File: src/rtl/uart_tx_buffer.sv
// uart_tx_buffer
//
// Memory-mapped 128-byte transmit FIFO drained by an 8N1 serializer.
// The core pushes bytes with stores into the decoded region and can read a
// status word. The serializer pops one byte at a time and shifts it out
// LSB first. Consecutive frames follow each other with no idle gap.
//
// Bus handshake: buf_read_i / buf_write_i are single-cycle strobes, qualified
// by the region decode. There is no ready/stall. A store is accepted on the
// edge where it is presented unless the FIFO is full; if full, it is dropped.
// A load returns status on rdata_o one cycle later and never pops the FIFO.
//
// Parameters
//   CLKS_PER_BIT  clock cycles per UART bit (>= 2)
//   REGION_SEL    value of addr_i[18:16] that selects this block
// Ports
//   clk                system clock, rising edge
//   rst_i              synchronous active-high reset
//   addr_i             bus address, [18:16] decoded
//   wdata_i            store data, [7:0] used
//   buf_read_i         load strobe
//   buf_write_i        store strobe
//   rdata_o            registered status: {23'b0, busy, count[7:0]} or 0xdeadbeef
//   tx_buffer_full_o   FIFO holds 128 bytes
//   tx_buffer_empty_o  FIFO holds 0 bytes
//   tx_buf_access_o    combinational region access indicator
//   tx_busy_o          serializer not idle
//   uart_tx_o          serial line, registered, idle high
module uart_tx_buffer #(
  parameter int          CLKS_PER_BIT = 16,
  parameter logic [2:0]  REGION_SEL   = 3'h2
) (
  input  logic        clk,
  input  logic        rst_i,
  input  logic [31:0] addr_i,
  input  logic [31:0] wdata_i,
  input  logic        buf_read_i,
  input  logic        buf_write_i,
  output logic [31:0] rdata_o,
  output logic        tx_buffer_full_o,
  output logic        tx_buffer_empty_o,
  output logic        tx_buf_access_o,
  output logic        tx_busy_o,
  output logic        uart_tx_o
);

  localparam int CW = (CLKS_PER_BIT > 2) ? $clog2(CLKS_PER_BIT) : 1;
  localparam logic [CW-1:0] CNT_LAST = CW'(CLKS_PER_BIT - 1);

  typedef enum logic [1:0] {
    IDLE  = 2'd0,
    START = 2'd1,
    DATA  = 2'd2,
    STOP  = 2'd3
  } state_t;

  state_t        state;
  logic [7:0]    mem [128];
  logic [7:0]    wr_ptr;
  logic [7:0]    rd_ptr;
  logic [7:0]    count;
  logic [CW-1:0] baud_cnt;
  logic [2:0]    bit_idx;
  logic [7:0]    shift;
  logic          region;
  logic          full;
  logic          empty;
  logic          push;
  logic          bit_end;
  logic          unused_bits;

  assign region  = (addr_i[18:16] == REGION_SEL);
  // The extra pointer bit distinguishes full from empty when indices match.
  assign full    = (wr_ptr[6:0] == rd_ptr[6:0]) && (wr_ptr[7] ^ rd_ptr[7]);
  assign empty   = (wr_ptr == rd_ptr);
  assign count   = wr_ptr - rd_ptr;
  assign push    = region && buf_write_i && !full;
  assign bit_end = (baud_cnt == CNT_LAST);

  assign tx_buffer_full_o  = full;
  assign tx_buffer_empty_o = empty;
  assign tx_buf_access_o   = region && (buf_read_i || buf_write_i);
  assign tx_busy_o         = (state != IDLE);

  assign unused_bits = ^{addr_i[31:19], addr_i[15:0], wdata_i[31:8]};

  // Storage is intentionally not reset.
  always_ff @(posedge clk) begin
    if (push) begin
      mem[wr_ptr[6:0]] <= wdata_i[7:0];
    end
  end

  always_ff @(posedge clk) begin
    if (rst_i) begin
      wr_ptr <= 8'd0;
    end else if (push) begin
      wr_ptr <= wr_ptr + 8'd1;
    end
  end

  always_ff @(posedge clk) begin
    if (rst_i) begin
      rdata_o <= 32'd0;
    end else if (region && buf_read_i) begin
      rdata_o <= {23'd0, tx_busy_o, count};
    end else begin
      rdata_o <= 32'hdeadbeef;
    end
  end

  // Serializer. Popping uses the registered empty flag, so a byte pushed into
  // an empty FIFO becomes visible to the serializer one cycle later.
  always_ff @(posedge clk) begin
    if (rst_i) begin
      state     <= IDLE;
      uart_tx_o <= 1'b1;
      baud_cnt  <= '0;
      bit_idx   <= 3'd0;
      shift     <= 8'd0;
      rd_ptr    <= 8'd0;
    end else begin
      case (state)
        IDLE: begin
          uart_tx_o <= 1'b1;
          baud_cnt  <= '0;
          if (!empty) begin
            shift     <= mem[rd_ptr[6:0]];
            rd_ptr    <= rd_ptr + 8'd1;
            uart_tx_o <= 1'b0;
            state     <= START;
          end
        end
        START: begin
          if (bit_end) begin
            baud_cnt  <= '0;
            uart_tx_o <= shift[0];
            bit_idx   <= 3'd0;
            state     <= DATA;
          end else begin
            baud_cnt <= baud_cnt + 1'b1;
          end
        end
        DATA: begin
          if (bit_end) begin
            baud_cnt <= '0;
            if (bit_idx == 3'd7) begin
              uart_tx_o <= 1'b1;
              state     <= STOP;
            end else begin
              // shift[1] is the bit that becomes shift[0] after this shift.
              shift     <= {1'b0, shift[7:1]};
              uart_tx_o <= shift[1];
              bit_idx   <= bit_idx + 3'd1;
            end
          end else begin
            baud_cnt <= baud_cnt + 1'b1;
          end
        end
        STOP: begin
          if (bit_end) begin
            baud_cnt <= '0;
            if (!empty) begin
              shift     <= mem[rd_ptr[6:0]];
              rd_ptr    <= rd_ptr + 8'd1;
              uart_tx_o <= 1'b0;
              state     <= START;
            end else begin
              state <= IDLE;
            end
          end else begin
            baud_cnt <= baud_cnt + 1'b1;
          end
        end
        default: begin
          state     <= IDLE;
          uart_tx_o <= 1'b1;
        end
      endcase
    end
  end

endmodule

File: config.mk
export PLATFORM = sky130hd
export DESIGN_NAME = uart_tx_buffer
export DESIGN_NICKNAME = d
export VERILOG_FILES = /design/src/rtl/uart_tx_buffer.sv
export SDC_FILE = /design/constraint.sdc
export NUM_CORES = 1
export LEC_CHECK = 0
export ABC_AREA = 0
export ABC_CLOCK_PERIOD_IN_PS = 3250
export CORE_MARGIN = 2
export CORE_UTILIZATION = 27
export CTS_BUF_LIST = sky130_fd_sc_hd__clkbuf_16
export DETAILED_ROUTE_END_ITERATION = 8
export PLACE_DENSITY = 0.44
export SETUP_SLACK_MARGIN = 0.3
export SYNTH_ARGS = -nofsm -noshare
export SYNTH_HDL_FRONTEND = slang
export SYNTH_SLANG_ARGS = --single-unit
File: constraint.sdc
create_clock -name clk -period 3.25 [get_ports clk]
set_input_delay 0.65 -clock clk [delete_from_list [all_inputs] [get_ports clk]]
set_output_delay 0.65 -clock clk [all_outputs]
set_load 0.005 [all_outputs]
# ---- Yosys cells after proc, flatten, opt, wreduce, memory -nomap -nowiden
# Memory sizes are Yosys's and may differ from the RTL's. A register that Yosys moved wholly into a read port is not among the register bits.
# Cells that the tools add are included.
dict set report totals {
  input_bits 68
  wordCells 84
  ramBits 1024
  memories 1
  output_inout_bits 37
  register_bits 66
}
# name words width rd rd_clocked_by_memory_dff write_ports line
set mem_list {}
lappend mem_list {mem 128 8 1 1 1 58} ;# logic [7:0] mem [128];
dict set report op_classes {
  bitwise_logic 2
  n_mux 33
  add_sub_neg 5
  n_reduce_logical 19
  n_eq_ne 15
}
# cell n
set ops {}
lappend ops {{$mux W8} 6}
lappend ops {{$mux W32} 1}
lappend ops {{$pmux W8 S3} 1}
lappend ops {{$add A8 B1 Y8 const B} 2}
lappend ops {{$pmux W8 S2} 1}
lappend ops {{$mux W7} 2}
lappend ops {{$ne A2 B2 Y1 const B} 7}
lappend ops {{$reduce_and A4 Y1} 3}
lappend ops {{$mux W2} 5}
lappend ops {{$mux W1} 9}
lappend ops {{$mux W3} 3}
lappend ops {{$eq A8 B8 Y1} 1}
lappend ops {{$pmux W2 S4} 1}
lappend ops {{$pmux W4 S2} 1}
lappend ops {{$sub A8 B8 Y8} 1}
lappend ops {{$eq A7 B7 Y1} 1}
lappend ops {{$pmux W3 S2} 1}
lappend ops {{$reduce_bool A2 Y1} 3}
lappend ops {{$logic_and A1 B1 Y1} 5}
lappend ops {{$reduce_and A5 Y1} 1}
lappend ops {{$add A4 B1 Y4 const B} 1}
lappend ops {{$eq A2 B2 Y1 const B} 2}
lappend ops {{$eq A4 B4 Y1 const B} 1}
lappend ops {{$mux W4} 1}
lappend ops {{other kinds (14)} 14}

# ---- Depth between registers and ports, before layout
dict set report depth {
  depth_word 6
  mapped_depth 12
  ltp_nobuf 10
}

# ---- Least setup slack after synthesis
# No wires, ideal clock.
dict set report synth_path {
  path_kind {input port to flip-flop}
  startpoint {in addr_i[16]}
  endpoint {mem mem[95][0], enable pin}
  stages 5
  required_time_ns 2.865
  t_arrival_ns 2.519
  n_path_buf 0
  setup_slack_ns 0.345
  path_cell_list {nor3b_1 -> o311ai_1 -> nor2_1 -> nand4_1 -> nor3b_1}
}
dict set report synth_between {
  elab_chain_len 5
}
# item line
set synth_rtl {}
lappend synth_rtl {{start: declaration} 35} ;# input logic [31:0] addr_i,
lappend synth_rtl {{$eq A3 B2 Y1} 72} ;# assign region = (addr_i[18:16] == REGION_SEL);
lappend synth_rtl {{$logic_and A1 B1 Y1 (2 in a row)} 77} ;# assign push = region && buf_write_i && !full;
lappend synth_rtl {{$mux W1} 89} ;# if (push) begin
lappend synth_rtl {{$mux W1 (implied by the code)} 90} ;# mem[wr_ptr[6:0]] <= wdata_i[7:0];
lappend synth_rtl {{end: declaration} 58}
# No other way between the ends.

# ---- Worst setup path in the final report
dict set report layout_path {
  startpoint {reg rd_ptr[4]}
  endpoint {out tx_buffer_empty_o}
}
dict set report layout_between {
  elab_chain_len 1
}
# item line
set layout_rtl {}
lappend layout_rtl {{start: declaration} 60} ;# logic [7:0] rd_ptr;
lappend layout_rtl {{start signal: assignment} 129} ;# rd_ptr <= rd_ptr + 8'd1;
lappend layout_rtl {{start signal: assignment} 165} ;# rd_ptr <= rd_ptr + 8'd1;
lappend layout_rtl {{$eq A8 B8 Y1} 75} ;# assign empty = (wr_ptr == rd_ptr);
lappend layout_rtl {{end: declaration} 41} ;# output logic tx_buffer_empty_o,
# No other way between the ends.

==> summary.txt <==
Run status
  – Outcome: complete, no violations

Floorplanning
  – Total die area: 160000 um2
  – Die Y: 400 um
  – CORE AREA: 156000 um2
  – Die W: 400 um
  – Initial core utilization: 27.2%
  – Rows: 145
  – IO Pins: 105

Setup path
  – Cell Chain, Critical Path: inv_2 -> ha_4 -> nand3_4 -> or3_4 -> inv_4 -> clkdlybuf4s15_1
  – Buf/Inv on CP: 3
  – CP Launch Type: flip-flop
  – CP Data Required Time: 2.60 ns
  – CP max stage delay: 0.43 ns
  – Levels on crit path: 6
  – Reg2reg path depth: 9
  – Critical-path cell with the highest stage delay: or3_4
  – Crit path arrival time: 2.22 ns
  – Kind of critical path: flip-flop to output port
  – CP max FO: 3
  – Crit path max-delay family: simple AND/OR/NAND/NOR gates
  – Worst setup EP type: output port

Hold path
  – Hold path cells: 1
  – Hold Path Class: input port to flip-flop

Yosys
  – Top FF cell, synth: edfxtp_1
  – Register area share after synthesis: 75.1%
  – Unique cell type count in the Yosys netlist: 63
  – EDFF count, synth: 1024
  – Yosys reg bits: 1075
  – Post-Synthesis Cells: 2101
  – Cell area after synthesis: 42300 um2
  – Synth Warn #: 0
  – Mean Syn Cell Area: 20.1 um2
  – FFs w/ async S/R, synth: 0%

Power
  – Power, Total: 33.0 mW
  – Worst IR drop on VDD: 0.000446 V
  – PwrDens: 643 nW/um2
  – Cell leakage power: 16.0 nW

Global routing
  – Global-route wire length before repair: 164000 um
  – Largest net degree at the start of global routing: 129
  – GR Util All Layers: 14.4%
  – GR Overflow Total: 0
  – Initial antenna violation count: 8
  – Vias in the first global route: 22600

Timing
  – Slew headroom: 34.5%
  – Slew Viols, Final: 0
  – RSZ-0062 raised after global routing: yes
  – Worst clock skew: 0.0411 ns
  – Final setup viols: 0
  – Worst-margin pin slew: 0.983 ns
  – Clock period minus worst slack: 2.87 ns
  – Min setup slack post-route: 0.376 ns
  – Hold Fails Final Rpt: 0
  – Hold_ws: 0.245 ns
  – Peak Freq: 348 MHz
  – Crit share post-route: 88.4%
  – Setup TNS: 0 ns

Routing
  – DR vias: 21700
  – Final antenna-violating net count: 0
  – DRC errors left: 0
  – Drt total wl: 115000 um
  – Initial DRT Pass Iterations: 5
  – 1st-iter DRT viols: 2007
  – Vias per cell: 4.70
  – Drt wl/cell: 25.0 um

Place
  – DP Worst Slack: 0.125 ns
  – GP Congestion: 0.799
  – Area post-placement: 47200 um2
  – Hpwl dp: 73000 um
  – Port bufs: 45
  – Placed cells: 4374

CTS
  – Max Root-Sink Buffers: 3
  – Clock sink count: 1075
  – Worst-skew pair later-pin latency: 0.75 ns
  – Max H-tree Level: 3
  – Clock-pin slew on the worst setup and hold paths: 0.06 ns
  – Root Driver: clkbuf_16
  – CTS tree: built
  – CTS Buf Count: 117

Layout
  – Layout cells sized above 1: 31.4%
  – Core Util, Final: 32.9%
  – Final cell count without fillers: 4612
  – # nets final: 2543
  – Area Overhead vs Synth: 21.3%
  – Fill cells: 14700
  – Final instance area: 51300 um2

Job
  – Max-Cap Viols: 0
## routing by layer
layer / vias to the layer above / wire (um) / GRT usage (%) / part of all wire [%]
met3: 141 / 7440 / 3.47 / 6.4
li1: 9332 / - / - / -
met5: - / 26 / 0 / 0.023
met4: 4 / 2500 / 3.74 / 2.2
met1: 11600 / 50400 / 19.4 / 44
met2: 624 / 55100 / 23.3 / 48
## worst register-to-register path: stages, from the launching register on
cell and delay, ns:
dfxtp_4 0.46, buf_4 0.18, buf_16 0.16, buf_4 0.32, mux4_2 0.52, mux2i_1 0.38, a221oi_1 0.19, a22oi_1 0.20
nor2_1 0.10, a211o_1 0.27
## area by class of cell
type | instances | area (um2) | share of cell area [%]
multi-input cells | 884 | 9880 | 19.2
repair buffers | 361 | 3260 | 6.35
well taps | 2058 | 2570 | 5.02
inverters | 16 | 65.1 | 0.127
clock inverters | 99 | 798 | 1.56
flip-flops and latches | 1075 | 31800 | 62.0
clock buffers | 118 | 2950 | 5.75
diodes | 1 | 2.50 | 0.00488
## logic make-up (layout without fill, tap and decap cells)
group / Yosys count / after routing / synth area share (%)
adders and majority gates: 20 / 20 / 0.609
DFF: 1075 / 1075 / 75.1
buffers and inverters: 147 / 594 / 1.99
other: 1 / 7 / 0.00886
and+or+nand+nor: 298 / 298 / 3.11
xor gates and xnor gates: 22 / 22 / 0.455
AOI/OAI and AO/OA: 190 / 190 / 3.08
muxes: 348 / 348 / 15.7
## timing repair
item,in CTS,in global routing
pin swaps,5,6
cloned,0,2
endpoints found under the setup margin,4,1035
buffers inserted,12,6
gates resized for setup,30,21
hold buffers,0,0
## final timing paths
| path | startpoint | end | slack, ns |
|---|---|---|---|
| setup reg to reg | flip-flop | shift[2]$_SDFFE_PP0P_ | 0.38 |
| setup / recovery | rd_ptr[4]$_SDFFE_PP0P_ | tx_buffer_empty_o | 0.38 |
| hold / removal | wdata_i[1] | mem[107][1]$_DFFE_PP_ | 0.25 |
| hold reg to reg | baud_cnt[0]$_SDFF_PP0_ | baud_cnt[0]$_SDFF_PP0_ | 0.46 |
## power by group
| group | total [mW] | internal (mW) | switching [mW] |
|---|---|---|---|
| sequential | 15.3 | 15.2 | 0.0959 |
| combinational | 4.79 | 2.34 | 2.45 |
| clock | 12.9 | 7.39 | 5.50 |
| total | 33.0 | 25.0 | 8.04 |
## synthesized netlist by cell type, types with 13 or more instances
cell	count	share of area, %
nor2_1	168	1.5
nand2_1	43	0.38
o22ai_1	16	0.24
nor2b_1	15	0.22
xnor2_1	13	0.27
buf_2	31	0.37
edfxtp_1	1024	73
a22oi_1	47	0.83
dfxtp_1	51	2.4
mux2i_1	88	2.1
buf_4	35	0.62
o21ai_0	25	0.30
ha_1	19	0.56
mux4_2	250	13
inv_1	16	0.14
nand3_1	23	0.27
a21oi_1	27	0.32
clkbuf_1	41	0.36
## placed cells by master (no fill, tap or decap), drive strengths merged, types with 6 or more instances in the layout
master,Yosys,routed
edfxtp,1024,1024
buf,90,324
mux4,250,250
nor2,168,168
clkbuf,41,120
mux2i,88,88
clkinv,0,62
dfxtp,51,51
a22oi,47,47
nand2,43,43
inv,16,37
clkdlybuf4s50,0,34
o21ai,31,31
a21oi,27,27
nand3,23,23
ha,19,19
o22ai,16,16
nor2b,15,15
xnor2,13,13
nor3,13,13
a211oi,12,12
mux2,10,10
bufinv,0,10
xor2,9,9
and2,7,7
o221ai,7,7
a31oi,7,7
o211ai,7,7
nand4,6,6
a21o,6,6
a211o,6,6
conb,1,6
clkinvlp,0,6
## state kept, by name (all words and copies together) (netlist names), named ones only
signal	cells
wr_ptr	8
rd_ptr	8
state	2
shift	8
uart_tx_o	1
rdata_o	10
bit_idx	3
baud_cnt	4
mem	1024
Note: power is estimated with default switching activity, not from simulation.
